### src/rtl/shift_pkg.sv
// Shared encodings for the shift-register sequencer.
// Register mode codes, command codes and FSM state codes.
package shift_pkg;

    localparam logic [1:0] S_HOLD = 2'b00;
    localparam logic [1:0] S_SHR  = 2'b01;
    localparam logic [1:0] S_SHL  = 2'b10;
    localparam logic [1:0] S_LOAD = 2'b11;

    localparam logic OP_NORM = 1'b0;
    localparam logic OP_SHR  = 1'b1;

    localparam logic [1:0] ST_IDLE  = 2'b00;
    localparam logic [1:0] ST_LOAD  = 2'b01;
    localparam logic [1:0] ST_SHIFT = 2'b10;
    localparam logic [1:0] ST_DONE  = 2'b11;

endpackage

### src/rtl/shift_norm_ctrl.sv
// Normalize / right-shift sequencer driving a universal shift register.
// Build option SHIFT_ARITH_EN: sign-extending right shifts via SR.
module shift_norm_ctrl
    import shift_pkg::*;
#(
    parameter int WIDTH = 32,
    parameter int CNT_W = 5
) (
    input  logic             CLK,
    input  logic             RST,
    input  logic             START,
    input  logic             OP,
    input  logic [CNT_W-1:0] AMT,
    input  logic [WIDTH-1:0] DATA_IN,
    input  logic [WIDTH-1:0] Q,
    output logic [1:0]       S,
    output logic [WIDTH-1:0] D,
    output logic             SL,
    output logic             SR,
    output logic             BUSY,
    output logic             DONE,
    output logic [CNT_W-1:0] SHIFT_CNT,
    output logic             ZERO
);

    logic [1:0]       state;
    logic             op_r;
    logic [CNT_W-1:0] amt_r;
    logic [CNT_W-1:0] cnt;
    logic [WIDTH-1:0] data_r;
    logic             term;
    logic             shifting;

    // The terminal check looks at Q as it stands after the previous shift.
    always_comb begin
        term = 1'b0;
        if (op_r == OP_SHR)
            term = (cnt == amt_r);
        else
            term = Q[WIDTH-1] || (Q == '0) ||
                   (cnt == CNT_W'(WIDTH-1));
        shifting = (state == ST_SHIFT) && !term;
    end

    always_comb begin
        S  = S_HOLD;
        D  = '0;
        SL = 1'b0;
        case (state)
            ST_LOAD: begin
                S = S_LOAD;
                D = data_r;
            end
            ST_SHIFT: begin
                if (shifting)
                    S = (op_r == OP_SHR) ? S_SHR : S_SHL;
            end
            default: S = S_HOLD;
        endcase
`ifdef SHIFT_ARITH_EN
        SR = shifting && (op_r == OP_SHR) && data_r[WIDTH-1];
`else
        SR = 1'b0;
`endif
    end

    always_ff @(posedge CLK or negedge RST) begin
        if (!RST) begin
            state     <= ST_IDLE;
            op_r      <= OP_NORM;
            amt_r     <= '0;
            cnt       <= '0;
            data_r    <= '0;
            BUSY      <= 1'b0;
            DONE      <= 1'b0;
            SHIFT_CNT <= '0;
            ZERO      <= 1'b0;
        end else begin
            case (state)
                ST_IDLE: begin
                    if (START) begin
                        op_r   <= OP;
                        amt_r  <= AMT;
                        data_r <= DATA_IN;
                        cnt    <= '0;
                        BUSY   <= 1'b1;
                        state  <= ST_LOAD;
                    end
                end
                ST_LOAD: state <= ST_SHIFT;
                ST_SHIFT: begin
                    if (term) begin
                        SHIFT_CNT <= cnt;
                        ZERO      <= (op_r == OP_NORM) && (Q == '0);
                        DONE      <= 1'b1;
                        state     <= ST_DONE;
                    end else begin
                        cnt <= cnt + 1'b1;
                    end
                end
                default: begin
                    DONE  <= 1'b0;
                    BUSY  <= 1'b0;
                    state <= ST_IDLE;
                end
            endcase
        end
    end

endmodule

### config.mk
export PLATFORM = sky130hd
export DESIGN_NAME = shift_norm_ctrl
export DESIGN_NICKNAME = d
export VERILOG_FILES = /design/src/rtl/shift_pkg.sv /design/src/rtl/shift_norm_ctrl.sv
export SDC_FILE = /design/constraint.sdc
export NUM_CORES = 1
export LEC_CHECK = 0
export BUFFER_PORTS_ARGS = -buffer_cell sky130_fd_sc_hd__buf_2
export CELL_PAD_IN_SITES_DETAIL_PLACEMENT = 0
export CELL_PAD_IN_SITES_GLOBAL_PLACEMENT = 1
export CORE_UTILIZATION = 35
export DETAILED_ROUTE_END_ITERATION = 7
export PLACE_DENSITY_LB_ADDON = 0.1
export SYNTH_ARGS = -nofsm -noshare
export SYNTH_HDL_FRONTEND = slang
export SYNTH_SLANG_ARGS = --single-unit
### constraint.sdc
create_clock -name CLK -period 2.34 [get_ports CLK]
set_clock_uncertainty 0.1 [all_clocks]
set_input_delay 0.117 -clock CLK [delete_from_list [all_inputs] [get_ports CLK]]
set_output_delay 0.117 -clock CLK [all_outputs]
set_load 0.005 [all_outputs]
# After elaboration in Yosys (flattened, before gate mapping)
# Cells that the tools add are included.
dict set report totals {
  regBits 53
  latch_bits 0
  ram_bits 0
  rom_bits 0
  in_bits 73
  out_inout_bits 44
  elab_cells 51
  memories 0
}
dict set report op_classes {
  addsub 1
  multipliers 0
  n_div 0
  order_cmp 0
  eq_ne 7
  shift 0
  muxes 15
  bitwise 3
  reduce_logical 16
}
# op n
set op_table {}
lappend op_table {{$logic_not A32 Y1} 1}
lappend op_table {{$mux W32} 1}
lappend op_table {{$mux W5} 2}
lappend op_table {{$pmux W5 S2} 1}
lappend op_table {{$reduce_and A2 Y1} 5}
lappend op_table {{$mux W2} 4}
lappend op_table {{$ne A2 B2 Y1 const B} 3}
lappend op_table {{$pmux W2 S3} 1}
lappend op_table {{$add A5 B1 Y5 const B} 1}
lappend op_table {{$eq A5 B5 Y1} 1}
lappend op_table {{$eq A5 B5 Y1 const B} 1}
lappend op_table {{$pmux W1 S2} 2}
lappend op_table {{$pmux W2 S2} 1}
lappend op_table {{$reduce_or A2 Y1} 2}
lappend op_table {{$mux W1} 3}
lappend op_table {{$not A1 Y1} 3}
lappend op_table {{$reduce_and A3 Y1} 1}
lappend op_table {{$eq A2 B1 Y1 const B} 1}
lappend op_table {{$eq A2 B2 Y1 const B} 1}
lappend op_table {{$logic_and A1 B1 Y1} 2}
lappend op_table {{$logic_not A2 Y1} 1}
lappend op_table {{$logic_or A1 B1 Y1} 2}
lappend op_table {{$reduce_bool A2 Y1} 1}
lappend op_table {{$logic_not A1 Y1} 1}

# Logic depth before layout (Yosys ltp)
# Gate-level depths: netlist of the first run.
dict set report depth {
  ltp_word 8
  depth_mapped 7
  mapped_depth_nobuf 7
}

# Worst setup path after synthesis of the first run
# Ideal clock, no wire load.
dict set report synth_path {
  path_type {register -> register}
  start {register cnt[0]}
  end {register SHIFT_CNT[0]}
  setup_ps 125
  t_arrival_ps 1887
  required_time_ps 2115
  path_slack_ps 228
  path_stages_with_launch 8
  path_buffers 0
  synth_period_minus_slack_ps 2112
  path_cell_list {dfrtp_1 > ha_1 > and3_1 > ha_1 > nor2_1 > o22ai_1 > o21ai_2 > mux2_2}
}
dict set report synth_between {
  elab_chain_len 4
  elab_cells_between_ends 5
  classes_between {2 x eq/ne; 1 x mux; 2 x reduce/logical}
}
# item line_no
set synth_lines {}
lappend synth_lines {{from (decl)} shift_norm_ctrl.sv:29} ;# logic [CNT_W-1:0] cnt;
lappend synth_lines {{from (signal assigned)} shift_norm_ctrl.sv:98} ;# cnt <= cnt + 1'b1;
lappend synth_lines {{$eq A5 B5 Y1} shift_norm_ctrl.sv:41} ;# (cnt == CNT_W'(WIDTH-1));
lappend synth_lines {{$logic_or A1 B1 Y1} shift_norm_ctrl.sv:40} ;# term = Q[WIDTH-1] || (Q == '0) ||
lappend synth_lines {{$mux W1} shift_norm_ctrl.sv:37} ;# if (op_r == OP_SHR)
lappend synth_lines {{$reduce_and A2 Y1 (no line)} n/a}
lappend synth_lines {{to (signal assigned)} shift_norm_ctrl.sv:93} ;# SHIFT_CNT <= cnt;
lappend synth_lines {{to (decl)} shift_norm_ctrl.sv:22} ;# output logic [CNT_W-1:0] SHIFT_CNT,
# Several ways; a longest one is shown, not always the timed one.
# A chain may end at the register's enable or synchronous reset.

# Final worst setup path of the first run
dict set report layout_path {
  start {register cnt[0]}
  end {output S[1]}
}
dict set report layout_between {
  elab_chain_len 7
  elab_cells_between_ends 8
  classes_between {2 x eq/ne; 3 x mux; 3 x reduce/logical}
}
# item line_no
set layout_lines {}
lappend layout_lines {{$eq A5 B5 Y1} shift_norm_ctrl.sv:41}
lappend layout_lines {{$logic_or A1 B1 Y1} shift_norm_ctrl.sv:40}
lappend layout_lines {{$mux W1 *} shift_norm_ctrl.sv:37}
lappend layout_lines {{$logic_not A1 Y1 *} shift_norm_ctrl.sv:42} ;# shifting = (state == ST_SHIFT) && !term;
lappend layout_lines {{$logic_and A1 B1 Y1 *} shift_norm_ctrl.sv:42}
lappend layout_lines {{$mux W2 *} shift_norm_ctrl.sv:55} ;# if (shifting)
lappend layout_lines {{$pmux W2 S2 *} shift_norm_ctrl.sv:49} ;# case (state)
lappend layout_lines {{to (decl)} shift_norm_ctrl.sv:16} ;# output logic [1:0] S,
# Mark *: on every way between the ends. The rest lies on a longest branch, timed or not.

==> summary.md, run 1 <==
| Metric | Value |
|---|---|
| Clock root cell | clkbuf_8 |
| Ports | 117 |
| Fin crit share | 0.954 |
| Max Clk Rate | 448 MHz |
| CP endpoint kind | output port |
| Vias per cell | 4.64 |
| R2R depth | 5 |
| Worst-path maximum fanout | 5 |
| DRC marker count from the first detailed-route iteration | 58 |
| Total count of max-transition violations in the final report | 0 |
| Sequential fraction of design power | 0.407 |
| Hold WC Path Type | input port to flip-flop |
| Cts bufs inserted | 5 |
| Sink Count | 53 |
| Mapped cell area | 0.00262 mm^2 |
| Setup Viol. Count Final | 0 |
| P&R area growth vs syn | 48.3% |
| Final ANT Viol Nets | 0 |
| Rows | 31 |
| #FFs+latches synth | 53 |
| Busiest grt layer | met2 |
| Top Family by Delay on Critical Path | simple AND/OR/NAND/NOR gates |
| Gate power share | 0.449 |
| Max VDD drop | 0.437 mV |
| Number of global-route vias before repair | 2061 |
| First-pass GRT wire length | 9750 um |
| Arrival time at the worst endpoint | 2020 ps |
| Crit path cell chain | ha_1 -> and3_1 -> ha_1 -> nor2_4 -> o22ai_4 -> nor2_2 -> a41o_1 -> buf_2 |
| Remaining Overflow, GRT | 0 |
| Hold WS | 136 ps |
| Antenna Cells | 0 |
| Clock power share | 0.144 |
| P per Cell Area | 971 mW/mm^2 |
| Core ar. | 0.00725 mm^2 |
| Syn Area/Cell | 11.7 um^2 |
| Switch Pwr | 1.25 mW |
| Die width | 88.4 um |
| CTS HTree Levels | 2 |
| Pleak | 1.92 nW |
| Largest net degree at the start of global routing | 31 |
| Die H | 88.4 um |
| Met1 usage | 0.211 |
| Reg-to-Reg End | state[1] |
| RSZ-0062 raised after global routing | false |
| Starting Density | 0.361 |
| Worst reg2reg path startpoint | op_r |
| Die area | 0.00782 mm^2 |
| GP Congestion | 0.728 |
| Post-synth top flop | dfrtp_1 |
| GRT met2 Usage | 0.262 |
| Sw frac | 0.333 |
| Least-Margin Pin Slew | 679 ps |
| CP max stage delay | 400 ps |
| Cells after Synth | 223 |
| WP depth | 8 |
| Met3 usage | 0.0476 |
| Drc violations | 0 |
| IO Port Bufs | 114 |
| Layout cells sized above 1 | 0.483 |
| All-Layer GR Usage | 0.161 |
| Critical path launch point | cnt[0] |
| MaxCap Viol Count | 0 |
| FFs w/ async S/R, synth | 1.00 |
| Most frequent CP cell | ha_1 |
| Final hold violation count | 0 |
| R2R Setup Slk | 170 ps |
| Headroom to the max-slew limit | 0.547 |
| Vias | 2245 |
| Status | finished, final reports clean |
| Synth Warn # | 0 |
| Post-layout nets | 463 |
| Post-synth cell types | 38 |
| Clk_lat worst skew | 310 ps |
| CTS tree | done |
| Critical path required time | 2120 ps |
| Seq/Total Area, Yosys | 0.507 |
| Buf+Inv Stages, Crit Path | 1 |
| Filler Cells Inserted | 722 |
| CP max stage cell | dfrtp_1 |
| Clock slew at reported path FFs | 100 ps |
| Crit path to | S[1] |
| Dpl hpwl | 4430 um |
| CTS Buffer Depth | 2 |
| Fin crit period | 2230 ps |
| Initial antenna violation count | 0 |
| Post-synth EDFFs | 0 |
| Final wirelength | 6220 um |
| First-pass detailed-route iteration total | 6 |
| Detailed-route wire length per cell | 12.9 um |
| Kind of critical path | flip-flop to output port |
| Setup TNS | 0 ps |
| Internal Power | 2.51 mW |
| Crit path launch type | flip-flop |
metal layers:
layer,part of all wire,wire (um),vias up
met5,0,0,-
met4,0.0082,51,0
met3,0.072,447,7
met2,0.46,2890,88
met1,0.46,2830,1042
li1,-,-,1108
what timing repair did:
action / in CTS / in global routing
hold endpoints to repair: 66 / 0
resized for setup: 1 / 5
setup endpoints to repair: 2 / 3
hold buffers: 39 / 0
pin swaps: 0 / 3
setup buffers: 0 / 1
how the worst min path moves through the flow:
stage | from | endpoint | cells after the start
2_1_floorplan | RST | BUSY | 0
3_3_place_gp | RST | cnt[2] | 1
3_5_place_dp | RST | cnt[2] | 1
4_1_cts | START | BUSY | 3
5_1_grt | START | BUSY | 3
6_report | START | BUSY | 3
metrics by stage:
step	setup slack, ps	power [mW]	utilization	cell area, um^2	cells
2_1_floorplan	228	2.58	-	2620	224
3_3_place_gp	220	3.15	0.462	3350	436
3_5_place_dp	169	3.18	0.462	3350	436
6_report	107	3.76	0.535	3880	484
5_1_grt	23.9	4.07	0.535	3880	484
4_1_cts	0.936	3.78	0.530	3840	483
tightest hold or removal path, delay by kind of cell:
family	cells	cell delay, ps
buf+inv	1	120
compound gates	1	130
simple gates	1	140
cells by family (layout without fill, tap and decap cells):
logic type	Yosys count	after routing	share of synthesized area
AND/OR/NAND/NOR	75	75	0.167
adder cells (fa/ha/maj)	6	6	0.0287
AO/OA/AOI/OAI	22	22	0.0651
flip-flops	53	53	0.507
multiplexers	43	43	0.185
other	1	2	0.00143
buffers and inverters	18	179	0.0287
XOR/XNOR	5	5	0.0167
layout make-up:
cell class | count | area [um^2] | share of cell area
Sequential cell | 53 | 1330 | 0.342
Multi-Input combinational cell | 153 | 1250 | 0.322
Timing Repair Buffer | 164 | 1060 | 0.272
Tap cell | 99 | 124 | 0.0319
Clock buffer | 6 | 82.6 | 0.0213
Inverter | 7 | 26.3 | 0.00677
Clock inverter | 2 | 13.8 | 0.00355
power by group through the flow:
stage                     Sequential, mW  Clock (mW)  Combinational (mW)
final                               1.53       0.542                1.69
after global routing                1.59       0.600                1.87
after CTS                           1.53       0.566                1.68
after detailed placement            1.55           0                1.63
after global placement              1.53           0                1.62
after floorplan                     1.52           0                1.06
state kept, by name (all words and copies together) (netlist names):
name	count
op_r	1
SHIFT_CNT	5
DONE	1
BUSY	1
data_r	32
amt_r	5
state	2
cnt	5
ZERO	1
synth_stat cells (all sizes together) (4+ instances only):
library cell | number | area share
clkbuf | 9 | 0.013
nor4 | 9 | 0.024
inv | 7 | 0.010
nor2 | 4 | 0.0057
mux2 | 43 | 0.19
ha | 6 | 0.029
and2 | 34 | 0.081
dfrtp | 53 | 0.51
nand2 | 9 | 0.013
nand3 | 8 | 0.015
xnor2 | 5 | 0.017
cell usage in the layout (no fill, tap or decap), types with 2 or more instances in the layout:
| cell type | Yosys | routed |
|---|---|---|
| a21oi_1 | 3 | 3 |
| a22o_1 | 2 | 2 |
| a31oi_1 | 2 | 2 |
| and2_1 | 34 | 34 |
| buf_2 | 0 | 114 |
| buf_4 | 2 | 10 |
| clkbuf_8 | 0 | 6 |
| conb_1 | 1 | 2 |
| dfrtp_1 | 53 | 53 |
| dlygate4sd3_1 | 0 | 39 |
| ha_1 | 6 | 6 |
| inv_1 | 7 | 7 |
| mux2_2 | 42 | 42 |
| nand2_1 | 9 | 8 |
| nand3_1 | 8 | 8 |
| nor2_1 | 4 | 2 |
| nor2b_1 | 2 | 2 |
| nor3_1 | 2 | 2 |
| nor4_1 | 8 | 7 |
| nor4_2 | 1 | 2 |
| o21ai_0 | 2 | 2 |
| o221ai_1 | 3 | 3 |
| o22a_1 | 2 | 2 |
| xnor2_1 | 5 | 5 |
Power figures use the tool's default switching activity.
==> run 2: changes to the inputs <==
REMOVE_ABC_BUFFERS = 1   (was default)
==> summary.md, run 2 (synthesized netlist as in run 1, its figures left out) <==
| Metric | Value |
|---|---|
| Status | finished, final reports clean |
| IO Port Bufs | 114 |
| Worst-path maximum fanout | 5 |
| Starting Density | 0.361 |
| Post-layout nets | 465 |
| DRC marker count from the first detailed-route iteration | 143 |
| Setup Viol. Count Final | 0 |
| Dpl hpwl | 4470 um |
| CP max stage cell | dfrtp_1 |
| Max VDD drop | 0.358 mV |
| Kind of critical path | flip-flop to output port |
| Number of global-route vias before repair | 2240 |
| Rows | 31 |
| Clk_lat worst skew | 300 ps |
| Initial antenna violation count | 0 |
| Fin crit share | 0.934 |
| Total count of max-transition violations in the final report | 0 |
| CP max stage delay | 390 ps |
| Dpl cell area | 0.00336 mm^2 |
| Least-Margin Pin Slew | 778 ps |
| Cts bufs inserted | 5 |
| Post-place setup slack | 156 ps |
| Arrival time at the worst endpoint | 1970 ps |
| Clock slew at reported path FFs | 100 ps |
| Headroom to the max-slew limit | 0.481 |
| CTS Buffer Depth | 2 |
| Vias per cell | 4.74 |
| Drc violations | 0 |
| Commonest non-fill, non-tap cells in the layout | 114 x buf_2, 53 x dfrtp_1, 42 x mux2_2 |
| Max reg flops | 32 |
| First-pass GRT wire length | 10100 um |
| CTS tree | done |
| Hold WC Path Type | input port to flip-flop |
| P&R area growth vs syn | 48.1% |
| Setup TNS | 0 ps |
| CTS HTree Levels | 2 |
| # placed instances | 438 |
| Largest reg by FF count | data_r |
| Final hold violation count | 0 |
| R2R Setup Slk | 160 ps |
| Final core occ | 0.534 |
| Fin cells | 486 |
| Die width | 88.4 um |
| Commonest non-fill, non-tap cell in the layout | buf_2 |
| Layout cells sized above 1 | 0.483 |
| Design area | 0.00387 mm^2 |
| Clock root cell | clkbuf_8 |
| Final ANT Viol Nets | 0 |
| Final wirelength | 6360 um |
| Most frequent CP cell | ha_1 |
| Remaining Overflow, GRT | 0 |
| MaxCap Viol Count | 0 |
| CP endpoint kind | output port |
| Final worst setup slack | 154 ps |
| All-Layer GR Usage | 0.167 |
| Critical path required time | 2120 ps |
| Detailed-route wire length per cell | 13.1 um |
| Vias | 2303 |
| P per Cell Area | 968 mW/mm^2 |
| Die H | 88.4 um |
| Pleak | 1.91 nW |
| Sink Count | 53 |
| Die area | 0.00782 mm^2 |
| Crit path launch type | flip-flop |
| Crit path cell chain | ha_1 -> and3_1 -> ha_1 -> nor2_2 -> o22ai_4 -> nor2_4 -> a41o_2 -> buf_2 |
| Ports | 117 |
| Max Clk Rate | 457 MHz |
| Buf+Inv Stages, Crit Path | 1 |
| Filler Cells Inserted | 673 |
| Fin crit period | 2190 ps |
| Core ar. | 0.00725 mm^2 |
| First-pass detailed-route iteration total | 4 |
| Antenna Cells | 0 |
| Top Family by Delay on Critical Path | simple AND/OR/NAND/NOR gates |
| GP Congestion | 0.816 |
| Largest net degree at the start of global routing | 34 |
==> run 2: cell count changes in the layout (fill, tap and decap cells not counted) <==
cell | before | now
clkinvlp_4 | 0 | 2
buf_4 | 10 | 13
clkbuf_8 | 6 | 5
clkinv_2 | 1 | 0
clkbuf_1 | 0 | 1
clkinv_4 | 1 | 0
buf_12 | 1 | 0
==> run 2: power breakdown <==
group          total [mW]  internal [mW]  leakage, nW  switching, mW
Sequential           1.53           1.33        0.646          0.202
Clock               0.514          0.212       0.0374          0.303
Combinational        1.70          0.950         1.22          0.754
Total                3.75           2.49         1.91           1.26
==> run 2: path summary, 6_finish.rpt <==
kind | startpoint | end | cells past startpoint
max in group asynchronous | RST | data_r[8] | 3
max reg2reg | op_r | state[1] | 5
min | START | BUSY | 3
min reg2reg | data_r[1] | data_r[1] | 1
max | cnt[0] | S[0] | 8
min in group asynchronous | RST | SHIFT_CNT[2] | 2
==> run 2: area by class of cell <==
cell class / count / area (um^2) / share of cell area
Clock buffer: 6 / 72.6 / 0.0187
Sequential cell: 53 / 1330 / 0.342
Multi-Input combinational cell: 153 / 1250 / 0.323
Clock inverter: 2 / 15.0 / 0.00388
Timing Repair Buffer: 166 / 1060 / 0.273
Inverter: 7 / 26.3 / 0.00679
Tap cell: 99 / 124 / 0.0320
==> run 2: worst reg2reg max path, delay by kind of cell, from the launching register on <==
family / cells / cell delay [ps]
and+or+nand+nor: 3 / 1030
muxes: 1 / 330
AOI/OAI and AO/OA: 1 / 200
DFF: 1 / 400
==> run 2: stage by stage <==
stage / hold slack (ps) / power [mW]
2_1_floorplan: -279 / 2.56
3_3_place_gp: 147 / 3.16
3_5_place_dp: 154 / 3.19
4_1_cts: 138 / 3.77
5_1_grt: 162 / 4.06
6_report: 143 / 3.75
==> run 2: repair_timing <==
item	4_1_cts	5_1_grt
hold buffers	39	0
resized for setup	1	5
setup endpoints to repair	2	3
endpoints found under the hold margin	69	0
setup buffers	0	1
pin swaps	0	3
==> run 2: metal layers <==
metal  track usage  wire length, um
met1         0.204             2810
met3        0.0420              412
met4        0.0440               45
met2         0.294             3090
met5             0                0
